**src/rtl/crp16_alu_shift_seq_pkg.sv**
```systemverilog
// Operation and FSM state encodings plus fixed datapath widths shared by the
// CRP16 ALU shift path.
package crp16_alu_shift_seq_pkg;

    localparam int DATA_W = 16;
    localparam int AMT_W  = 4;

    localparam logic [1:0] SHOP_SRL = 2'b00;
    localparam logic [1:0] SHOP_SRA = 2'b01;
    localparam logic [1:0] SHOP_SLL = 2'b10;
    localparam logic [1:0] SHOP_ROR = 2'b11;

    localparam logic [1:0] ST_IDLE = 2'd0;
    localparam logic [1:0] ST_P1   = 2'd1;
    localparam logic [1:0] ST_P2   = 2'd2;
    localparam logic [1:0] ST_DONE = 2'd3;

endpackage

```
**src/rtl/crp16_alu_shift_seq_bitrev.sv**
```systemverilog
// 16-bit bit reversal (bit i <-> bit 15-i) around the right shifter.
// Purely combinational: zero latency, no flow control.
module crp16_bit_reverse_16
    import crp16_alu_shift_seq_pkg::*;
(
    input  logic [DATA_W-1:0] i_x,
    output logic [DATA_W-1:0] o_y
);

    for (genvar g = 0; g < DATA_W; g++) begin : g_rev
        assign o_y[g] = i_x[DATA_W-1-g];
    end

endmodule

```
**src/rtl/crp16_alu_shift_seq_shifter.sv**
```systemverilog
// 16-bit right barrel shifter, logical or arithmetic (log_ar=1 sign-fills).
// Purely combinational: zero latency, no flow control.
module crp16_alu_shifter_right
    import crp16_alu_shift_seq_pkg::*;
(
    input  logic [DATA_W-1:0] i_x,
    input  logic [AMT_W-1:0]  i_shift,
    input  logic              i_log_ar,
    output logic [DATA_W-1:0] o_out
);

    logic [DATA_W-1:0] w_fill;

    // Vacated high bits are filled with the sign only for arithmetic shifts.
    assign w_fill = {DATA_W{i_log_ar & i_x[DATA_W-1]}};
    assign o_out  = (i_x >> i_shift) | (w_fill & ~({DATA_W{1'b1}} >> i_shift));

endmodule

```
**src/rtl/crp16_alu_shift_seq.sv**
```systemverilog
// Shift sequencer ahead of crp16_alu_shifter_right; accept-to-valid 2 edges (ROR 3), 1 for amt==0 under CRP16_SHIFT_BYPASS_EN.
// One command in flight: in_ready only in IDLE; result/flags held in DONE until out_ready.
module crp16_alu_shift_seq
    import crp16_alu_shift_seq_pkg::*;
(
    input  logic              clock,
    input  logic              resetn,
    input  logic              in_valid,
    output logic              in_ready,
    input  logic [1:0]        op,
    input  logic [DATA_W-1:0] x,
    input  logic [AMT_W-1:0]  amt,
    output logic              out_valid,
    input  logic              out_ready,
    output logic [DATA_W-1:0] result,
    output logic              flag_z,
    output logic              flag_n,
    output logic              flag_c
);

    logic [1:0]        r_state;
    logic [1:0]        r_op;
    logic [DATA_W-1:0] r_x;
    logic [AMT_W-1:0]  r_amt;
    logic [DATA_W-1:0] r_result;
    logic              r_flag_z;
    logic              r_flag_n;
    logic              r_flag_c;

    logic              w_p2;
    logic              w_amt_nz;
    logic [DATA_W-1:0] w_rev_in;
    logic [DATA_W-1:0] w_sh_x;
    logic [AMT_W-1:0]  w_sh_shift;
    logic              w_sh_log_ar;
    logic [DATA_W-1:0] w_sh_out;
    logic [DATA_W-1:0] w_rev_out;
    logic [DATA_W-1:0] w_p1_val;
    logic [DATA_W-1:0] w_p2_val;
    logic [AMT_W-1:0]  w_idx_lo;
    logic [AMT_W-1:0]  w_idx_hi;
    logic              w_p1_c;

    assign w_p2     = (r_state == ST_P2);
    assign w_amt_nz = (r_amt != 4'd0);

    crp16_bit_reverse_16 u_rev_in (
        .i_x (r_x),
        .o_y (w_rev_in)
    );

    // Left shifts and the second ROR pass run the right shifter on reversed data;
    // the P2 amount 16-amt wraps naturally in AMT_W bits.
    assign w_sh_x      = (w_p2 || (r_op == SHOP_SLL)) ? w_rev_in : r_x;
    assign w_sh_shift  = w_p2 ? (4'd0 - r_amt) : r_amt;
    assign w_sh_log_ar = !w_p2 && (r_op == SHOP_SRA);

    crp16_alu_shifter_right u_shifter (
        .i_x      (w_sh_x),
        .i_shift  (w_sh_shift),
        .i_log_ar (w_sh_log_ar),
        .o_out    (w_sh_out)
    );

    crp16_bit_reverse_16 u_rev_out (
        .i_x (w_sh_out),
        .o_y (w_rev_out)
    );

    assign w_p1_val = (r_op == SHOP_SLL) ? w_rev_out : w_sh_out;
    assign w_p2_val = r_result | w_rev_out;

    assign w_idx_lo = r_amt - 4'd1;
    assign w_idx_hi = 4'd0 - r_amt;

    always_comb begin
        w_p1_c = 1'b0;
        if (w_amt_nz) begin
            case (r_op)
                SHOP_SRL, SHOP_SRA: w_p1_c = r_x[w_idx_lo];
                SHOP_SLL:           w_p1_c = r_x[w_idx_hi];
                default:            w_p1_c = w_p1_val[DATA_W-1];
            endcase
        end
    end

    always_ff @(posedge clock or negedge resetn) begin
        if (!resetn) begin
            r_state  <= ST_IDLE;
            r_op     <= 2'b00;
            r_x      <= '0;
            r_amt    <= '0;
            r_result <= '0;
            r_flag_z <= 1'b0;
            r_flag_n <= 1'b0;
            r_flag_c <= 1'b0;
        end else begin
            case (r_state)
                ST_IDLE: begin
                    if (in_valid) begin
                        r_op  <= op;
                        r_x   <= x;
                        r_amt <= amt;
`ifdef CRP16_SHIFT_BYPASS_EN
                        if (amt == 4'd0) begin
                            r_result <= x;
                            r_flag_z <= (x == '0);
                            r_flag_n <= x[DATA_W-1];
                            r_flag_c <= 1'b0;
                            r_state  <= ST_DONE;
                        end else begin
                            r_state  <= ST_P1;
                        end
`else
                        r_state <= ST_P1;
`endif
                    end
                end
                ST_P1: begin
                    r_result <= w_p1_val;
                    if ((r_op == SHOP_ROR) && w_amt_nz) begin
                        r_state <= ST_P2;
                    end else begin
                        r_flag_z <= (w_p1_val == '0);
                        r_flag_n <= w_p1_val[DATA_W-1];
                        r_flag_c <= w_p1_c;
                        r_state  <= ST_DONE;
                    end
                end
                ST_P2: begin
                    r_result <= w_p2_val;
                    r_flag_z <= (w_p2_val == '0);
                    r_flag_n <= w_p2_val[DATA_W-1];
                    r_flag_c <= w_p2_val[DATA_W-1];
                    r_state  <= ST_DONE;
                end
                ST_DONE: begin
                    if (out_ready) begin
                        r_state <= ST_IDLE;
                    end
                end
                default: r_state <= ST_IDLE;
            endcase
        end
    end

    assign in_ready  = (r_state == ST_IDLE);
    assign out_valid = (r_state == ST_DONE);
    assign result    = r_result;
    assign flag_z    = r_flag_z;
    assign flag_n    = r_flag_n;
    assign flag_c    = r_flag_c;

endmodule

```
**config.mk**
```make
export PLATFORM = sky130hd
export DESIGN_NAME = crp16_alu_shift_seq
export DESIGN_NICKNAME = d
export VERILOG_FILES = /design/src/rtl/crp16_alu_shift_seq_pkg.sv /design/src/rtl/crp16_alu_shift_seq_bitrev.sv /design/src/rtl/crp16_alu_shift_seq_shifter.sv /design/src/rtl/crp16_alu_shift_seq.sv
export SDC_FILE = /design/constraint.sdc
export NUM_CORES = 1
export LEC_CHECK = 0
export CAP_MARGIN = 20
export CORE_MARGIN = 2
export CORE_UTILIZATION = 46
export CTS_CLUSTER_DIAMETER = 200
export CTS_CLUSTER_SIZE = 20
export DETAILED_ROUTE_END_ITERATION = 8
export GPL_TIMING_DRIVEN = 0
export PLACE_DENSITY = 0.78
export SYNTH_ARGS = -nofsm -noshare
export SYNTH_HDL_FRONTEND = slang
export SYNTH_HIERARCHICAL = 1
export SYNTH_SLANG_ARGS = --single-unit
```
**constraint.sdc**
```tcl
create_clock -name clock -period 9.91 [get_ports clock]
set_input_delay 1.982 -clock clock [delete_from_list [all_inputs] [get_ports clock]]
set_output_delay 1.982 -clock clock [all_outputs]
set_load 0.005 [all_outputs]
```
# Word level (Yosys, flattened, before mapping)
# Cells that the tools add are included.
op_classes:
  muxes: 20
  n_reduce_logical: 14
  eq_ne: 9
  n_shift: 2
  bitwise_logic: 5
  order_cmp: 2
  n_addsub: 2
ops:
  columns: ["op", "n"]
  rows:
  - ["zero test 16 bit", 2]
  - ["2-to-1 mux 16 bit", 2]
  - ["bitwise OR 16 bit", 2]
  - ["one-hot mux 16 bit (2 select lines)", 1]
  - ["bitwise AND 16 bit", 1]
  - ["inverter 16 bit", 1]
  - ["right shift 16 x 4 -> 16 bit", 1]
  - ["right shift 16 x 4 -> 16 bit (first input constant)", 1]
  - ["< comparator 4 x 5 -> 1 bit (second input constant)", 2]
  - ["binary-select mux 1 bit (select 4 bit)", 2]
  - ["== test 2 bit (second input constant)", 4]
  - ["one-hot mux 1 bit (2 select lines)", 4]
  - ["one-hot mux 2 bit (4 select lines)", 1]
  - ["2-to-1 mux 1 bit", 7]
  - ["AND reduction 2 bit", 3]
  - ["== test 2 x 1 -> 1 bit (second input constant)", 2]
  - ["zero test 2 bit", 2]
  - ["2-to-1 mux 2 bit", 2]
  - ["2-to-1 mux 4 bit", 1]
  - ["!= test 2 bit (second input constant)", 2]
  - ["nonzero test 4 bit", 1]
  - ["subtractor 1 x 4 -> 4 bit (first input constant)", 1]
  - ["subtractor 4 x 1 -> 4 bit (second input constant)", 1]
  - ["logical AND 1 bit", 2]
  - ["6 further kinds", 6]
word_totals:
  elab_cells: 62
  register_bits: 43
  inputBits: 26

# Logic depth before layout (Yosys ltp)
# Gate-level depths: netlist (run 1).
logic_depth:
  depth_word: 11
  depth_mapped: 18
  depth_no_buf: 12

# By module
# Netlist (run 1), hierarchy kept.
modules_own_cells:
  columns: ["mod", "area_per_inst_um2", "instances", "cells_per_inst"]
  rows:
  - ["crp16_alu_shift_seq", 2726.4, 1, 262]
  - ["crp16_alu_shifter_right", 912.1, 1, 97]
  - ["crp16_bit_reverse_16", 120.1, 2, 16]

# Worst setup path after synthesis (run 1)
# No wires, ideal clock.
synth_path:
  kind: "reg2reg"
  from: "register r_state[0]"
  to: "register r_flag_z (netlist: flag_z)"
  stages_incl_launch_ff: 16
  setup_time_ns: 0.064
  setup_slack_ns: 6.181
  t_required_ns: 9.846
  path_buffers: 3
  arrival_ns: 3.664
  path_cell_list: "dfrtp_1 inv_1 ha_1 clkbuf_1 nor2_2 buf_2 mux2_2 mux4_2 a211oi_1 a21oi_1 buf_4 or4_1 nor3_1 a31oi_1 o22ai_1 mux2_2"
synth_rtl:
  columns: ["item", "line_no", "rtl"]
  rows:
  - ["from (decl)", "crp16_alu_shift_seq.sv:21", "logic [1:0] r_state;"]
  - ["from (signal assigned)", "crp16_alu_shift_seq.sv:89", "r_state <= ST_IDLE;"]
  - ["from (signal assigned)", "crp16_alu_shift_seq.sv:115", "r_state <= ST_P1;"]
  - ["from (signal assigned)", "crp16_alu_shift_seq.sv:122", "r_state <= ST_P2;"]
  - ["== test 2 bit *", "crp16_alu_shift_seq.sv:44", "assign w_p2 = (r_state == ST_P2);"]
  - ["logical OR 1 bit *", "crp16_alu_shift_seq.sv:54", "assign w_sh_x = (w_p2 || (r_op == SHOP_SLL)) ? w_rev_in : r_x;"]
  - ["2-to-1 mux 16 bit *", "crp16_alu_shift_seq.sv:54", null]
  - ["named net w_sh_x[11]", "crp16_alu_shift_seq.sv:33", "logic [DATA_W-1:0] w_sh_x;"]
  - ["right shift 16 x 4 -> 16 bit *", "crp16_alu_shift_seq_shifter.sv:16", "assign o_out = (i_x >> i_shift) | (w_fill & ~({DATA_W{1'b1}} >> i_shift));"]
  - ["bitwise OR 16 bit *", "crp16_alu_shift_seq_shifter.sv:16", null]
  - ["named net w_sh_out[4]", "crp16_alu_shift_seq.sv:36", "logic [DATA_W-1:0] w_sh_out;"]
  - ["2-to-1 mux 16 bit", "crp16_alu_shift_seq.sv:70", "assign w_p1_val = (r_op == SHOP_SLL) ? w_rev_out : w_sh_out;"]
  - ["zero test 16 bit", "crp16_alu_shift_seq.sv:124", "r_flag_z <= (w_p1_val == '0);"]
  - ["2-to-1 mux 1 bit", "crp16_alu_shift_seq.sv:121", "if ((r_op == SHOP_ROR) && w_amt_nz) begin"]
  - ["one-hot mux 1 bit (2 select lines) *", "crp16_alu_shift_seq.sv:98", "case (r_state)"]
  - ["to (signal assigned)", "crp16_alu_shift_seq.sv:124", null]
  - ["to (signal assigned)", "crp16_alu_shift_seq.sv:132", "r_flag_z <= (w_p2_val == '0);"]
  - ["to (decl)", "crp16_alu_shift_seq.sv:26", "logic r_flag_z;"]
# Mark *: on every way through the listed nets, which the timed path passes. The rest lies on a longest branch. The select of a mux whose other input is x is not followed.
# A chain may end at the register's enable or synchronous reset.

# Worst setup path in the final report (run 1)
# Same ends and word-level chain as after synthesis.

==> results of run 1 <==
-- per-layer routing --
metal	up-vias	global-route usage
met5	-	0
met4	0	0.0571
met3	12	0.0329
met2	83	0.381
met1	1601	0.292
li1	1543	-
-- synth_stat cells (3+ instances only) --
master	n	share of area
mux2i_1	18	0.046
mux4_1	11	0.075
mux4_2	11	0.064
nor4_1	12	0.019
buf_2	7	0.0090
o31ai_1	6	0.012
nor2_1	8	0.0077
buf_4	33	0.064
mux2_2	44	0.13
clkbuf_1	14	0.014
a21oi_1	19	0.025
o21ai_0	6	0.0077
nor3_1	7	0.0090
buf_6	3	0.0087
a31oi_1	19	0.031
nand2_1	41	0.040
inv_1	8	0.0077
nor2b_1	3	0.0048
o21a_1	4	0.0077
dfrtp_1	43	0.28
ha_1	6	0.019
o22ai_1	7	0.011
nand2b_1	20	0.032
nand3_1	3	0.0039
a22oi_1	3	0.0058
-- worst paths after layout --
path / startpoint / to / slack [ns] / cells past startpoint
setup / recovery: r_state[0] / flag_z / 5.41 / 15
hold / removal: flag_c / flag_c / 0.50 / 2
setup reg to reg: r_state[0] / flag_z / 5.41 / 15
hold reg to reg: flag_c / flag_c / 0.50 / 2
max in group asynchronous: resetn / r_x[4] / 7.86 / 2
min in group asynchronous: resetn / r_state[0] / 1.57 / 1
-- worst max-delay path, cell delays in order (launching register included) --
cell and delay, ns:
dfrtp_1 0.43, inv_1 0.08, ha_1 0.19, clkbuf_1 0.25, nor2_2 0.46, buf_2 0.33, mux2_2 0.44, mux4_2 0.49
a211oi_1 0.28, a21oi_1 0.13, buf_4 0.18, or4_1 0.53, nor3_1 0.15, a31oi_1 0.06, o22ai_1 0.24, mux2_2 0.19
-- cells in the final DEF (no fill, tap or decap), drive strengths merged, types with 3 or more instances in the layout --
master         instances
nand2                 41
clkbuf                20
nor3                   7
inv                    8
nor2                   9
o22ai                  7
nand2b                20
nor4                  12
a22oi                  4
mux4                  22
a31oi                 19
o21a                   4
mux2                  44
o21ai                  7
a21oi                 19
o31ai                  6
nand3                  3
clkinv                 4
mux2i                 18
ha                     6
nor2b                  3
dfrtp                 43
clkdlybuf4s50         45
buf                   48
-- per-stage QoR --
stage | cells | utilization
floorplan | 391 | -
global placement | 542 | 0.547
detailed placement | 543 | 0.549
CTS | 550 | 0.559
global route | 550 | 0.559
finish | 550 | 0.559
-- cell type report --
class / count / area, um2
clock buffers: 5 / 68.8
plain buffers: 61 / 402
multi-input cells: 277 / 2360
repair buffers: 47 / 475
clock inverters: 2 / 13.8
fillers: 722 / 3610
flip-flops and latches: 43 / 1080
well taps: 105 / 131
inverters: 10 / 37.5
-- registers in the layout, indices dropped and copies added, names as in the netlist --
name	cells
r_x	16
result	16
r_amt	4
r_op	2
r_state	2
flag_c	1
flag_n	1
flag_z	1
-- kinds of logic (layout without fill, tap and decap cells) --
logic type	after synthesis	in the layout	synth area share
flops	43	43	0.277
fa+ha+maj	6	6	0.0194
buf+inv	71	125	0.113
compound gates	80	80	0.135
xor+xnor	4	4	0.00903
mux	84	84	0.313
simple gates	103	103	0.133
==> metrics.csv, run 1 <==
stage,metric,value,unit
status,status,"finished, final reports clean",
clock_network,H-Tree Level Count,2,
cells_and_area,fin area,4570,um2
synth,Yosys warning count,6,
route,top layer reached by signal wires,met4,
worst_setup_path,CP arrival,4.75,ns
sta,WHS,0.503,ns
worst_setup_path,Crit. End Element,flop,
synth,Syn Area/Cell,9.92,um2
clock_network,clk_lat worst skew,0.30,ns
die,# IOs,47,
clock_network,cts bufs inserted,5,
sta,final setup vio count,0,
grt,initial antenna violation count,0,
sta,Worst Max-Slew Pin Slew,0.883,ns
die,# rows,33,
sta,Sum Neg Setup Slack,0,ns
synth,Post-synth EDFFs,0,
cells_and_area,Final Net Count,477,
sta,Final min period,4.50,ns
die,Starting Density,0.474,
sta,RSZ-0062 raised after global routing,no,
sta,FMAX,0.222,GHz
grt,GRT Overall Usage,0.221,
route,Detailed Route WL,9300,um
sta,"Slew Viols, Final",0,
route,vias per cell,5.89,
route,DRC,0,
min_path,Hold WC Path Type,reg2reg,
sta,final cycle utilization of the critical path,0.454,
placed_design,placed standard-cell area,4490,um2
clock_network,CTS tree,built,
die,placeable core region,8180,um2
worst_setup_path,startpoint type of the worst setup path,flop,
clock_network,"Hold-fix buffers, CTS",0,
grt,largest net degree at the start of global routing,30,
sta,Final WS setup,5.41,ns
clock_network,"Setup Fix Bufs, Post-CTS",0,
placed_design,final RePlAce weighted congestion,0.913,
worst_setup_path,crit-path max FO,10,
die,chip height,95.8,um
worst_setup_path,Crit Path Class,reg2reg,
grt,vias in the first global route,3109,
placed_design,worst slack at placement,5.47,ns
clock_network,CTS sink count,43,
route,via count,3239,
synth,asr flop ratio synth,1.00,
synth,Mapped Nets,423,
clock_network,clock-pin slew on the worst setup and hold paths,0.09,ns
cells_and_area,Area Overhead vs Synth,17.8,%
synth,Gate Count Post-Synth,391,
die,Die Wd,95.8,um
clock_network,clock root cell,clkbuf_8,
placed_design,Port-buffer cells,46,
route,Avg WL per Cell,16.9,um
worst_setup_path,Worst Path Required,10.16,ns
sta,endpoints failing hold,0,
placed_design,post-DP HPWL,7360,um
sta,Slew Limit Headroom,0.410,
clock_network,clock tree buffer depth,2,
route,ANT nets after route,0,
synth,"Seq/Total Area, Yosys",0.277,
route,M1 WL,4110,um
clock_network,Post-CTS Resized,0,
sta,Final Skew,0.00987,ns
cells_and_area,number of diodes,0,
synth,Netlist cell types,53,
route,first-pass iteration count of the detailed router,4,
grt,first-pass GRT wire length,15900,um
synth,mapped cell area,3880,um2
cells_and_area,layout cells sized above 1,0.261,
synth,Main synth FF type,dfrtp_1,
job,MaxCap Viol Count,0,
grt,gr ovfl total,0,
route,met3 wire len,347,um
synth,Synth Register Bits,43,
route,DR WL met2,4710,um
die,Die ar.,9180,um2
route,DR iter-0 viols,227,
Power of run 1 is left out: the tool's default activity adds up to more than one toggle a clock period on the data nets, which glitch-free logic cannot reach.
==> run 2, diff against run 1 <==
PLACE_DENSITY = 0.81   (was 0.78)
clock period = 3.9 ns   (was 9.91 ns; I/O delays follow)
==> metrics.csv, run 2 (synthesis gave the netlist of run 1 again) <==
stage,metric,value,unit
status,status,"finished, final reports clean",
worst_setup_path,R2R setup slack,0.20,ns
route,ANT nets after route,0,
worst_setup_path,CP arrival,3.93,ns
cells_and_area,layout cells sized above 1,0.289,
sta,final cycle utilization of the critical path,0.949,
die,Die ar.,9180,um2
worst_setup_path,Worst Path Required,4.13,ns
cells_and_area,Final Net Count,478,
sta,Final min period,3.70,ns
grt,initial antenna violation count,0,
sta,final setup vio count,0,
die,Die Wd,95.8,um
cells_and_area,Area Overhead vs Synth,19.8,%
die,Starting Density,0.474,
worst_setup_path,Crit Path Class,reg2reg,
min_path,Hold WC Path Type,in2async,
worst_setup_path,Reg2Reg Capture Point,flag_z,
worst_setup_path,Crit. End Element,flop,
route,vias per cell,5.88,
sta,Final Skew,0.0112,ns
route,via count,3245,
sta,RSZ-0062 raised after global routing,no,
route,DR iter-0 viols,214,
placed_design,final RePlAce weighted congestion,0.917,
clock_network,CTS tree,built,
placed_design,Port-buffer cells,46,
cells_and_area,number of diodes,0,
worst_setup_path,"slowest stage cell, crit path",or4_1,
route,first-pass iteration count of the detailed router,4,
grt,largest net degree at the start of global routing,44,
sta,Worst Max-Slew Pin Slew,0.755,ns
clock_network,clock root cell,clkbuf_8,
clock_network,cts bufs inserted,5,
cells_and_area,most common library cell in the layout ignoring fill and taps,clkdlybuf4s50_1,
sta,"Slew Viols, Final",0,
worst_setup_path,startpoint type of the worst setup path,flop,
route,DRC,0,
die,# IOs,47,
die,placeable core region,8180,um2
grt,vias in the first global route,3249,
grt,first-pass GRT wire length,16000,um
clock_network,clock tree buffer depth,2,
clock_network,CTS sink count,43,
worst_setup_path,worst-path cell chain,"inv_1, ha_4, nor2_4, buf_4, mux2_2, mux4_2, a211oi_1, a21oi_1, buf_4, or4_1, nor3_1, a31oi_1, o22ai_1, mux2_2",
sta,Sum Neg Setup Slack,0,ns
placed_design,post-DP HPWL,7420,um
die,# rows,33,
cells_and_area,"commonest non-fill, non-tap cells in the layout","clkdlybuf4s50_1, mux2_2, nand2_1, dfrtp_1, buf_4",
sta,endpoints failing hold,0,
grt,GRT Overall Usage,0.220,
clock_network,H-Tree Level Count,2,
sta,FMAX,0.270,GHz
worst_setup_path,crit-path max FO,10,
worst_setup_path,FF-to-FF path depth,14,
clock_network,clock-pin slew on the worst setup and hold paths,0.08,ns
worst_setup_path,CP peak stage delay,0.53,ns
clock_network,"Hold-fix buffers, CTS",0,
worst_setup_path,reg-to-reg startpoint,r_state[0],
job,MaxCap Viol Count,0,
die,chip height,95.8,um
sta,Slew Limit Headroom,0.495,
grt,gr ovfl total,0,
clock_network,clk_lat worst skew,0.29,ns
route,Avg WL per Cell,17.2,um
route,Detailed Route WL,9480,um
[run 2: cell count changes in the layout (fill, tap and decap cells not counted), moves of 2 or more]
| cell | delta |
|---|---|
| clkbuf_1 | -5 |
| dfrtp_1 | -2 |
| buf_4 | +4 |
| buf_2 | -3 |
| clkbuf_4 | +4 |
| dfrtp_2 | +2 |
| clkbuf_8 | +2 |
[run 2: worst max-delay path, delay by kind of cell, from the launching register on]
family | cells | cell delay, ns
compound gates | 4 | 0.63
fa+ha+maj | 1 | 0.22
simple gates | 3 | 0.80
buf+inv | 3 | 0.49
mux | 3 | 1.10
flops | 1 | 0.42
[run 2: metrics by stage]
step / utilization / cell area, um2 / instances / hold slack, ns / setup slack, ns
floorplan: - / 3880 / 391 / 0.473 / 0.171
detailed placement: 0.549 / 4490 / 543 / 0.486 / -0.387
global placement: 0.547 / 4470 / 542 / 0.476 / -0.350
CTS: 0.564 / 4610 / 552 / 0.457 / 0.0269
finish: 0.569 / 4650 / 552 / 0.447 / 0.200
global route: 0.569 / 4650 / 552 / 0.455 / 0.0106
[run 2: timing repair]
item,4_1_cts,5_1_grt
gates resized for setup,5,15
setup endpoints to repair,4,1
pin swaps,1,0
setup buffers,2,1
[run 2: layer usage]
layer | vias up | share of wire | track usage
li1 | 1542 | - | -
met1 | 1599 | 0.43 | 0.280
met2 | 94 | 0.51 | 0.397
met3 | 10 | 0.039 | 0.0274
met4 | 0 | 0.015 | 0.0512
met5 | - | 0 | 0
[run 2: final cells by class]
| cell class | instances | area, um2 |
|---|---|---|
| fillers | 706 | 3530 |
| multi-input cells | 277 | 2390 |
| flip-flops and latches | 43 | 1080 |
| repair buffers | 50 | 498 |
| plain buffers | 59 | 410 |
| well taps | 105 | 131 |
| clock buffers | 7 | 96.3 |
| inverters | 10 | 38.8 |
| clock inverters | 1 | 7.51 |
[run 2: worst max-delay path by stage]
stage | startpoint | to | slack, ns | depth (start not counted)
floorplan | r_state[0] | flag_z | 0.17 | 15
global placement | r_state[0] | flag_z | -0.35 | 15
detailed placement | r_state[0] | flag_z | -0.39 | 15
CTS | r_op[1] | flag_z | 0.03 | 14
global route | r_op[1] | flag_z | 0.01 | 14
finish | r_state[0] | flag_z | 0.20 | 14
Power of run 2 is left out for the same reason.
